$ cat src/rtl/mips_multicycle_ctrl_pkg.sv
// Shared types, opcode/select constants and the state/next-state/output helpers
// for the multicycle MIPS main controller.
package mips_ctrl_pkg;

    localparam int unsigned OP_W    = 6;
    localparam int unsigned ALUOP_W = 2;
    localparam int unsigned SEL_W   = 2;

    typedef enum logic [3:0] {
        RST,
        FETCH,
        DECODE,
        MEMADR,
        MEMRD,
        MEMWB,
        MEMWR,
        RTYPEEX,
        ALUWB,
        BEQEX,
        ADDIEX,
        ORIEX,
        IWB,
        JEX,
        ILLEGAL
    } state_t;

    localparam logic [OP_W-1:0] OP_RTYPE = 6'b000000;
    localparam logic [OP_W-1:0] OP_LW    = 6'b100011;
    localparam logic [OP_W-1:0] OP_SW    = 6'b101011;
    localparam logic [OP_W-1:0] OP_BEQ   = 6'b000100;
    localparam logic [OP_W-1:0] OP_ADDI  = 6'b001000;
    localparam logic [OP_W-1:0] OP_ORI   = 6'b001101;
    localparam logic [OP_W-1:0] OP_J     = 6'b000010;

    localparam logic [ALUOP_W-1:0] ALUOP_ADD   = 2'b00;
    localparam logic [ALUOP_W-1:0] ALUOP_SUB   = 2'b01;
    localparam logic [ALUOP_W-1:0] ALUOP_FUNCT = 2'b10;
    localparam logic [ALUOP_W-1:0] ALUOP_OR    = 2'b11;

    localparam logic [SEL_W-1:0] SRCB_B     = 2'b00;
    localparam logic [SEL_W-1:0] SRCB_FOUR  = 2'b01;
    localparam logic [SEL_W-1:0] SRCB_IMM   = 2'b10;
    localparam logic [SEL_W-1:0] SRCB_IMMSH = 2'b11;

    localparam logic [SEL_W-1:0] PCSRC_ALU    = 2'b00;
    localparam logic [SEL_W-1:0] PCSRC_ALUOUT = 2'b01;
    localparam logic [SEL_W-1:0] PCSRC_JUMP   = 2'b10;

    // Moore part of the control word; fetch_strobe/wr_strobe are later gated by mem_ready.
    typedef struct packed {
        logic               mem_req;
        logic               iord;
        logic               wr_strobe;
        logic               fetch_strobe;
        logic               pcwrite;
        logic               branch;
        logic [SEL_W-1:0]   pcsrc;
        logic               alusrca;
        logic [SEL_W-1:0]   alusrcb;
        logic [ALUOP_W-1:0] aluop;
        logic               regdst;
        logic               memtoreg;
        logic               regwrite;
        logic               illegal_op;
    } ctrl_t;

    function automatic state_t next_state(input state_t s, input logic [OP_W-1:0] op,
                                          input logic rdy);
        state_t n;
        n = RST;
        case (s)
            RST:     n = FETCH;
            FETCH:   n = rdy ? DECODE : FETCH;
            DECODE: begin
                case (op)
                    OP_LW, OP_SW: n = MEMADR;
                    OP_RTYPE:     n = RTYPEEX;
                    OP_BEQ:       n = BEQEX;
                    OP_ADDI:      n = ADDIEX;
                    OP_ORI:       n = ORIEX;
                    OP_J:         n = JEX;
                    default:      n = ILLEGAL;
                endcase
            end
            MEMADR:  n = (op == OP_SW) ? MEMWR : MEMRD;
            MEMRD:   n = rdy ? MEMWB : MEMRD;
            MEMWB:   n = FETCH;
            MEMWR:   n = rdy ? FETCH : MEMWR;
            RTYPEEX: n = ALUWB;
            ALUWB:   n = FETCH;
            BEQEX:   n = FETCH;
            ADDIEX:  n = IWB;
            ORIEX:   n = IWB;
            IWB:     n = FETCH;
            JEX:     n = FETCH;
            ILLEGAL: n = FETCH;
            default: n = RST;
        endcase
        return n;
    endfunction

    function automatic ctrl_t state_ctrl(input state_t s);
        ctrl_t c;
        c = '0;
        case (s)
            FETCH: begin
                c.mem_req      = 1'b1;
                c.fetch_strobe = 1'b1;
                c.alusrcb      = SRCB_FOUR;
                c.aluop        = ALUOP_ADD;
                c.pcsrc        = PCSRC_ALU;
            end
            DECODE: begin
                c.alusrcb = SRCB_IMMSH;
                c.aluop   = ALUOP_ADD;
            end
            MEMADR, ADDIEX: begin
                c.alusrca = 1'b1;
                c.alusrcb = SRCB_IMM;
                c.aluop   = ALUOP_ADD;
            end
            ORIEX: begin
                c.alusrca = 1'b1;
                c.alusrcb = SRCB_IMM;
                c.aluop   = ALUOP_OR;
            end
            MEMRD: begin
                c.mem_req = 1'b1;
                c.iord    = 1'b1;
            end
            MEMWR: begin
                c.mem_req   = 1'b1;
                c.iord      = 1'b1;
                c.wr_strobe = 1'b1;
            end
            MEMWB: begin
                c.memtoreg = 1'b1;
                c.regwrite = 1'b1;
            end
            RTYPEEX: begin
                c.alusrca = 1'b1;
                c.alusrcb = SRCB_B;
                c.aluop   = ALUOP_FUNCT;
            end
            ALUWB: begin
                c.regdst   = 1'b1;
                c.regwrite = 1'b1;
            end
            BEQEX: begin
                c.alusrca = 1'b1;
                c.alusrcb = SRCB_B;
                c.aluop   = ALUOP_SUB;
                c.pcsrc   = PCSRC_ALUOUT;
                c.branch  = 1'b1;
            end
            IWB:     c.regwrite   = 1'b1;
            JEX: begin
                c.pcsrc   = PCSRC_JUMP;
                c.pcwrite = 1'b1;
            end
            ILLEGAL: c.illegal_op = 1'b1;
            default: c = '0;
        endcase
        return c;
    endfunction

    // An instruction retires on the edge that leaves its final state.
    function automatic logic retires(input state_t s, input logic rdy);
        logic r;
        r = 1'b0;
        case (s)
            MEMWB, ALUWB, IWB, BEQEX, JEX: r = 1'b1;
            MEMWR:                         r = rdy;
            default:                       r = 1'b0;
        endcase
        return r;
    endfunction

endpackage

$ cat src/rtl/mips_multicycle_ctrl_if.sv
// Control bus between the main controller (master) and the multicycle datapath/memory (slave).
interface mips_multicycle_ctrl_if #(
    parameter int unsigned CNT_W = 32
);
    logic [5:0]       op;
    logic             zero;
    logic             mem_ready;
    logic             mem_req;
    logic             iord;
    logic             memwrite;
    logic             irwrite;
    logic             pcwrite;
    logic             branch;
    logic [1:0]       pcsrc;
    logic             alusrca;
    logic [1:0]       alusrcb;
    logic [1:0]       aluop;
    logic             regdst;
    logic             memtoreg;
    logic             regwrite;
    logic             illegal_op;
    logic [CNT_W-1:0] retired;
    logic             pc_en;

    // PC load enable as formed on the datapath side.
    assign pc_en = pcwrite | (branch & zero);

    modport master (
        input  op, zero, mem_ready,
        output mem_req, iord, memwrite, irwrite, pcwrite, branch, pcsrc,
               alusrca, alusrcb, aluop, regdst, memtoreg, regwrite, illegal_op, retired
    );

    modport slave (
        output op, zero, mem_ready,
        input  mem_req, iord, memwrite, irwrite, pcwrite, branch, pcsrc,
               alusrca, alusrcb, aluop, regdst, memtoreg, regwrite, illegal_op, retired,
               pc_en
    );
endinterface

$ cat src/rtl/mips_multicycle_ctrl.sv
// Main control FSM of the multicycle MIPS datapath: fetch/decode/execute/memory/writeback
// sequencing with a req/ready memory handshake and a retired-instruction counter.
module mips_multicycle_ctrl
    import mips_ctrl_pkg::*;
#(
    parameter int unsigned CNT_W = 32
) (
    input  logic                  clk,
    input  logic                  reset,
    mips_multicycle_ctrl_if.master bus
);

    state_t           state;
    state_t           state_nxt;
    ctrl_t            ctl;
    logic [CNT_W-1:0] retired_q;

    assign state_nxt = next_state(state, bus.op, bus.mem_ready);

    // Control word is registered from the next state so outputs come straight off flops.
    always_ff @(posedge clk or negedge reset) begin
        if (!reset) begin
            state     <= RST;
            ctl       <= '0;
            retired_q <= '0;
        end else begin
            state <= state_nxt;
            ctl   <= state_ctrl(state_nxt);
            if (retires(state, bus.mem_ready)) begin
                retired_q <= retired_q + CNT_W'(1);
            end
        end
    end

    // Only the memory-completion strobes see mem_ready combinationally.
    assign bus.irwrite    = ctl.fetch_strobe & bus.mem_ready;
    assign bus.pcwrite    = ctl.pcwrite | (ctl.fetch_strobe & bus.mem_ready);
    assign bus.memwrite   = ctl.wr_strobe & bus.mem_ready;

    assign bus.mem_req    = ctl.mem_req;
    assign bus.iord       = ctl.iord;
    assign bus.branch     = ctl.branch;
    assign bus.pcsrc      = ctl.pcsrc;
    assign bus.alusrca    = ctl.alusrca;
    assign bus.alusrcb    = ctl.alusrcb;
    assign bus.aluop      = ctl.aluop;
    assign bus.regdst     = ctl.regdst;
    assign bus.memtoreg   = ctl.memtoreg;
    assign bus.regwrite   = ctl.regwrite;
    assign bus.illegal_op = ctl.illegal_op;
    assign bus.retired    = retired_q;

endmodule

$ cat src/flat_wrapper.sv
// flat-port wrapper written by rule: the top's interface ports become plain ports
module mips_multicycle_ctrl_flat import mips_ctrl_pkg::*;
#(
    parameter int unsigned CNT_W = 32
)
  (clk, reset, bus_op, bus_zero, bus_mem_ready, bus_mem_req, bus_iord, bus_memwrite, bus_irwrite, bus_pcwrite, bus_branch, bus_pcsrc, bus_alusrca, bus_alusrcb, bus_aluop, bus_regdst, bus_memtoreg, bus_regwrite, bus_illegal_op, bus_retired);
  mips_multicycle_ctrl_if #(.CNT_W(CNT_W)) bus_i ();
  input  logic clk;
  input  logic reset;
  input wire logic [$bits(bus_i.op)-1:0] bus_op;
  input wire logic [$bits(bus_i.zero)-1:0] bus_zero;
  input wire logic [$bits(bus_i.mem_ready)-1:0] bus_mem_ready;
  output wire logic [$bits(bus_i.mem_req)-1:0] bus_mem_req;
  output wire logic [$bits(bus_i.iord)-1:0] bus_iord;
  output wire logic [$bits(bus_i.memwrite)-1:0] bus_memwrite;
  output wire logic [$bits(bus_i.irwrite)-1:0] bus_irwrite;
  output wire logic [$bits(bus_i.pcwrite)-1:0] bus_pcwrite;
  output wire logic [$bits(bus_i.branch)-1:0] bus_branch;
  output wire logic [$bits(bus_i.pcsrc)-1:0] bus_pcsrc;
  output wire logic [$bits(bus_i.alusrca)-1:0] bus_alusrca;
  output wire logic [$bits(bus_i.alusrcb)-1:0] bus_alusrcb;
  output wire logic [$bits(bus_i.aluop)-1:0] bus_aluop;
  output wire logic [$bits(bus_i.regdst)-1:0] bus_regdst;
  output wire logic [$bits(bus_i.memtoreg)-1:0] bus_memtoreg;
  output wire logic [$bits(bus_i.regwrite)-1:0] bus_regwrite;
  output wire logic [$bits(bus_i.illegal_op)-1:0] bus_illegal_op;
  output wire logic [$bits(bus_i.retired)-1:0] bus_retired;
  assign bus_i.op = bus_op;
  assign bus_i.zero = bus_zero;
  assign bus_i.mem_ready = bus_mem_ready;
  assign bus_mem_req = bus_i.mem_req;
  assign bus_iord = bus_i.iord;
  assign bus_memwrite = bus_i.memwrite;
  assign bus_irwrite = bus_i.irwrite;
  assign bus_pcwrite = bus_i.pcwrite;
  assign bus_branch = bus_i.branch;
  assign bus_pcsrc = bus_i.pcsrc;
  assign bus_alusrca = bus_i.alusrca;
  assign bus_alusrcb = bus_i.alusrcb;
  assign bus_aluop = bus_i.aluop;
  assign bus_regdst = bus_i.regdst;
  assign bus_memtoreg = bus_i.memtoreg;
  assign bus_regwrite = bus_i.regwrite;
  assign bus_illegal_op = bus_i.illegal_op;
  assign bus_retired = bus_i.retired;
  mips_multicycle_ctrl #(.CNT_W(CNT_W)) u_core (.clk(clk), .reset(reset), .bus(bus_i));
endmodule
$ cat config.mk
export PLATFORM = sky130hd
export DESIGN_NAME = mips_multicycle_ctrl_flat
export DESIGN_NICKNAME = d
export VERILOG_FILES = /design/src/rtl/mips_multicycle_ctrl_pkg.sv /design/src/rtl/mips_multicycle_ctrl_if.sv /design/src/rtl/mips_multicycle_ctrl.sv /design/src/flat_wrapper.sv
export SDC_FILE = /design/constraint.sdc
export NUM_CORES = 1
export LEC_CHECK = 0
export ABC_AREA = 0
export CAP_MARGIN = 20
export CORE_UTILIZATION = 45
export CTS_CLUSTER_SIZE = 16
export DETAILED_ROUTE_END_ITERATION = 8
export GPL_ROUTABILITY_DRIVEN = 0
export PLACE_DENSITY = 0.81
export REMOVE_ABC_BUFFERS = 1
export SLEW_MARGIN = 0
export SYNTH_ARGS = -nofsm -noshare
export SYNTH_HDL_FRONTEND = slang
export SYNTH_SLANG_ARGS = --single-unit
$ cat constraint.sdc
create_clock -name clk -period 1.6 [get_ports clk]
set_input_delay 0.16 -clock clk [delete_from_list [all_inputs] [get_ports clk]]
set_output_delay 0.16 -clock clk [all_outputs]
set_load 0.02 [all_outputs]
==> results of run 1 <==
## report_power, final
part | switching, µW | total, µW | internal [µW]
combinational | 1290 | 2550 | 1260
clock | 413 | 765 | 352
sequential | 163 | 1700 | 1540
total | 1860 | 5010 | 3150
## placed cells by master, fill, tap and decap left out, types with 2 or more instances in the layout
cell                              count
sky130_fd_sc_hd__o32ai_4              2
sky130_fd_sc_hd__a21oi_2              2
sky130_fd_sc_hd__nand2b_1             6
sky130_fd_sc_hd__buf_4               46
sky130_fd_sc_hd__clkbuf_8             6
sky130_fd_sc_hd__nand2b_4             2
sky130_fd_sc_hd__nand4_1              5
sky130_fd_sc_hd__a21oi_1              2
sky130_fd_sc_hd__nor3_1               5
sky130_fd_sc_hd__nor3_2               7
sky130_fd_sc_hd__nor2_4               6
sky130_fd_sc_hd__or4bb_1              2
sky130_fd_sc_hd__nor2b_1              2
sky130_fd_sc_hd__xor2_1              17
sky130_fd_sc_hd__clkdlybuf4s50_1     47
sky130_fd_sc_hd__buf_6                5
sky130_fd_sc_hd__dlymetal6s2s_1       2
sky130_fd_sc_hd__nand3_1              7
sky130_fd_sc_hd__and2_1               2
sky130_fd_sc_hd__and4_1               4
sky130_fd_sc_hd__nand2_1             18
sky130_fd_sc_hd__dfrtp_1             49
sky130_fd_sc_hd__inv_1                7
sky130_fd_sc_hd__o22ai_1              2
sky130_fd_sc_hd__nor2_1              10
sky130_fd_sc_hd__and3_1               4
sky130_fd_sc_hd__xnor2_1             16
sky130_fd_sc_hd__nor4_4               2
sky130_fd_sc_hd__clkbuf_2             2
sky130_fd_sc_hd__dfrtp_2              3
sky130_fd_sc_hd__a21o_1               2
sky130_fd_sc_hd__dlygate4sd2_1        5
## flip-flops by register name, indices dropped and copies added, names as in the netlist
register / flops
u_core.bus.aluop: 2
u_core.ctl: 3
u_core.bus.retired: 32
u_core.bus.pcsrc: 2
u_core.bus.memtoreg: 1
u_core.bus.alusrca: 1
u_core.bus.mem_req: 1
u_core.state: 4
u_core.bus.regdst: 1
u_core.bus.alusrcb: 2
u_core.bus.regwrite: 1
u_core.bus.illegal_op: 1
u_core.bus.iord: 1
## per-layer routing
metal	wire [µm]	part of all wire, %	up-vias
met4	29	0.48	0
met1	2490	41	1082
li1	-	-	1016
met5	0	0	-
met2	3280	54	58
met3	234	3.9	5
## per-stage QoR
stage	TNS (ps)	cells	setup slack, ps	area [µm²]	util [%]
global route	-6190	406	-220	3830	73.1
detailed placement	-20180	389	-546	3440	65.8
CTS	-2170	406	-125	3720	71.0
global placement	-18540	389	-504	3440	65.8
floorplan	-3570	218	-228	2450	-
finish	-3140	406	-166	3830	73.1
## cell type report
type | count | area, µm²
clock buffer | 7 | 86.3
clock inverter | 1 | 7.51
fill | 369 | 1410
inverter | 8 | 30.0
multi-input combinational | 158 | 1330
sequential | 52 | 1310
tap | 70 | 87.6
timing repair buffer | 110 | 986
## worst paths after layout
kind,to,slack (ps)
max,u_core.bus.mem_req,-170
min,u_core.bus.retired[26],290
max reg2reg,u_core.bus.mem_req,-170
min reg2reg,u_core.bus.retired[20],500
max in group asynchronous,u_core.state[0],780
min in group clk,u_core.state[0],420
## critical path: cells and delay by family, from the launching register on
family / cells / cell delay [ps]
buf+inv: 1 / 140
flops: 1 / 450
simple gates: 2 / 660
compound gates: 3 / 380
## timing repair
action	in CTS	in global routing
hold buffers	1	0
endpoints found under the setup margin	44	48
pin swaps	18	15
gates resized for setup	35	29
cloned	0	0
hold endpoints to repair	13	0
buffers inserted	8	1
## cells by family after synthesis
| family | synth area share (%) |
|---|---|
| AND/OR/NAND/NOR | 22.9 |
| flip-flops | 51.6 |
| XOR/XNOR | 11.5 |
| AO/OA/AOI/OAI | 9.47 |
| buffers and inverters | 4.12 |
| adder cells (fa/ha/maj) | 0.496 |
==> PnR_summary.wiki, run 1 <==
{| class="wikitable"
! Metric !! Value
|-
| CTS tree || yes
|-
| Final nets || ~350
|-
| Detailed Route Iter0 Violations || 73
|-
| Placement row count || 26
|-
| Clock Skew || 6.36 ps
|-
| Signed area change from the synthesized netlist to the final layout || 51.7%
|-
| Worst Path Arrival || 1920 ps
|-
| Average wire per standard cell || 14.8 µm
|-
| Slew Viols, Final || 0
|-
| FF-to-FF path depth || 6
|-
| Met1 usage || 25.5%
|-
| Clock transition at the register clock pins on the worst setup and hold paths after CTS || around 90 ps
|-
| Flip-flop cell with the highest count after synthesis || sky130_fd_sc_hd__dfrtp_1
|-
| Type of destination of the critical path || flip-flop
|-
| Slew at the pin with the worst max-slew slack || roughly 550 ps
|-
| Final clock period utilization by the worst path || 110%
|-
| Pwr Density || between 1000 and 1500 nW/µm²
|-
| Final Total Pwr || 5010 µW
|-
| Clock latency reported for the late side of the worst-skew pair || 300 ps
|-
| Most frequent cells after synthesis || sky130_fd_sc_hd__dfrtp_1 (52), sky130_fd_sc_hd__nand2_1 (18), sky130_fd_sc_hd__nor2_1 (17), sky130_fd_sc_hd__xor2_1 (17), sky130_fd_sc_hd__xnor2_1 (16)
|-
| Number of antenna violations at the first check in global routing || 0
|-
| Total via count after detailed routing || 2161
|-
| Element type at the critical path start || flip-flop
|-
| Clock sink total || 52
|-
| Die area || between 5000 and 6000 µm²
|-
| Busiest layer in global routing || met2
|-
| GRT overflow || 0
|-
| Startpoint of the lowest-slack register-to-register path || u_core.state[0]
|-
| Post-synth ARST share || between 90% and 100%
|-
| Number of buffers created by CTS || 5
|-
| Ordered list of cells on the worst path || buf_4 > or4bb_1 > a21oi_2 > a311oi_4 > nand2_2 > o22ai_1
|-
| First-pass GRT wire length || 9790 µm
|-
| Width of the die || just under 80 µm
|-
| Average instance area after synthesis || 11.0 µm²
|-
| Time the worst path needs with I/O delays and setup || around 1800 ps
|-
| H-tree depth || 2
|-
| Floorplan Core Area || 5240 µm²
|-
| HPWL after detailed placement || roughly 4000 µm
|-
| Number of nets with antenna violations after detailed routing || 0
|-
| Die span in y || between 70 and 80 µm
|-
| Average vias per placed instance || 5.32
|-
| Slowest CP cell || sky130_fd_sc_hd__or4bb_1
|-
| Top cell type's share of synthesized area || around half
|-
| Warning count from the yosys run || 0
|-
| Input/output buffers || 57
|-
| Wirelength, routed || 6030 µm
|-
| DRC violations left || 0
|-
| CP Data Required Time || around 1800 ps
|-
| Outcome || finished with violations
|-
| Share of post-route cells with drive strength above 1 || ~32%
|-
| Class of the most critical setup path || reg2reg
|-
| Post-synthesis cell area || ~2500 µm²
|-
| Share of the yosys chip area belonging to registers || 51.6%
|-
| Count of max-cap constraint violations || 0
|-
| Clock Path Buffers || 2
|-
| Post-synthesis instance total || 230
|-
| Library cell with the largest summed area after synthesis || sky130_fd_sc_hd__dfrtp_1
|-
| Final WS setup || -166 ps
|-
| Met2 capacity usage during global routing || a little under two fifths
|-
| Flip-flop and latch count after synthesis || 52
|-
| Final setup violation count || 38
|-
| Met3 Use GR || approximately 3.6%
|-
| Highest Clock Rate || around 570 MHz
|-
| Top area cells in the synthesized netlist || sky130_fd_sc_hd__dfrtp_1 (52%), sky130_fd_sc_hd__xor2_1 (5.9%), sky130_fd_sc_hd__xnor2_1 (5.6%)
|-
| Antenna diode instance count || 0
|-
| Failing checks || negative setup slack
|-
| Path type of the worst min-delay path || in2async
|-
| Hold violation count in the final report || 0
|-
| Clock root buffer master || sky130_fd_sc_hd__clkbuf_8
|-
| Dominant cell by count in the synthesized netlist || sky130_fd_sc_hd__dfrtp_1
|-
| CP peak stage delay || about 500 ps
|-
| Number of distinct library cell variants in the gate-level netlist after synthesis || 52
|-
| Largest voltage drop on the vdd net || 0.00113 V
|-
| Post-synth EDFFs || 0
|-
| Relative max-transition margin || a little over three fifths
|-
| LEAKAGE || 0.00177 µW
|-
| Global routing usage summed across all routing layers || between 20% and 30%
|-
| Largest driver fanout on the critical path || 6
|-
| TritonRoute pass-1 iters || 4
|-
| Top Ports || 59
|-
| Number of global-route vias before repair || ~2100
|-
| Tightest hold margin || 289 ps
|-
| RSZ-0062 raised after global routing || true
|-
| Maximum number of pins on one net before global-route repair || 40
|-
| Effective utilization at floorplan || a little under 50%
|-
| Launch point of the critical path || u_core.state[0]
|}
(Power assumes the default switching activity.)
==> run 2: changes to the inputs <==
- HOLD_SLACK_MARGIN: not set -> 0.12
==> results of run 2 <==
Same layout as run 1: the final DEF is identical, and so are final timing and power.
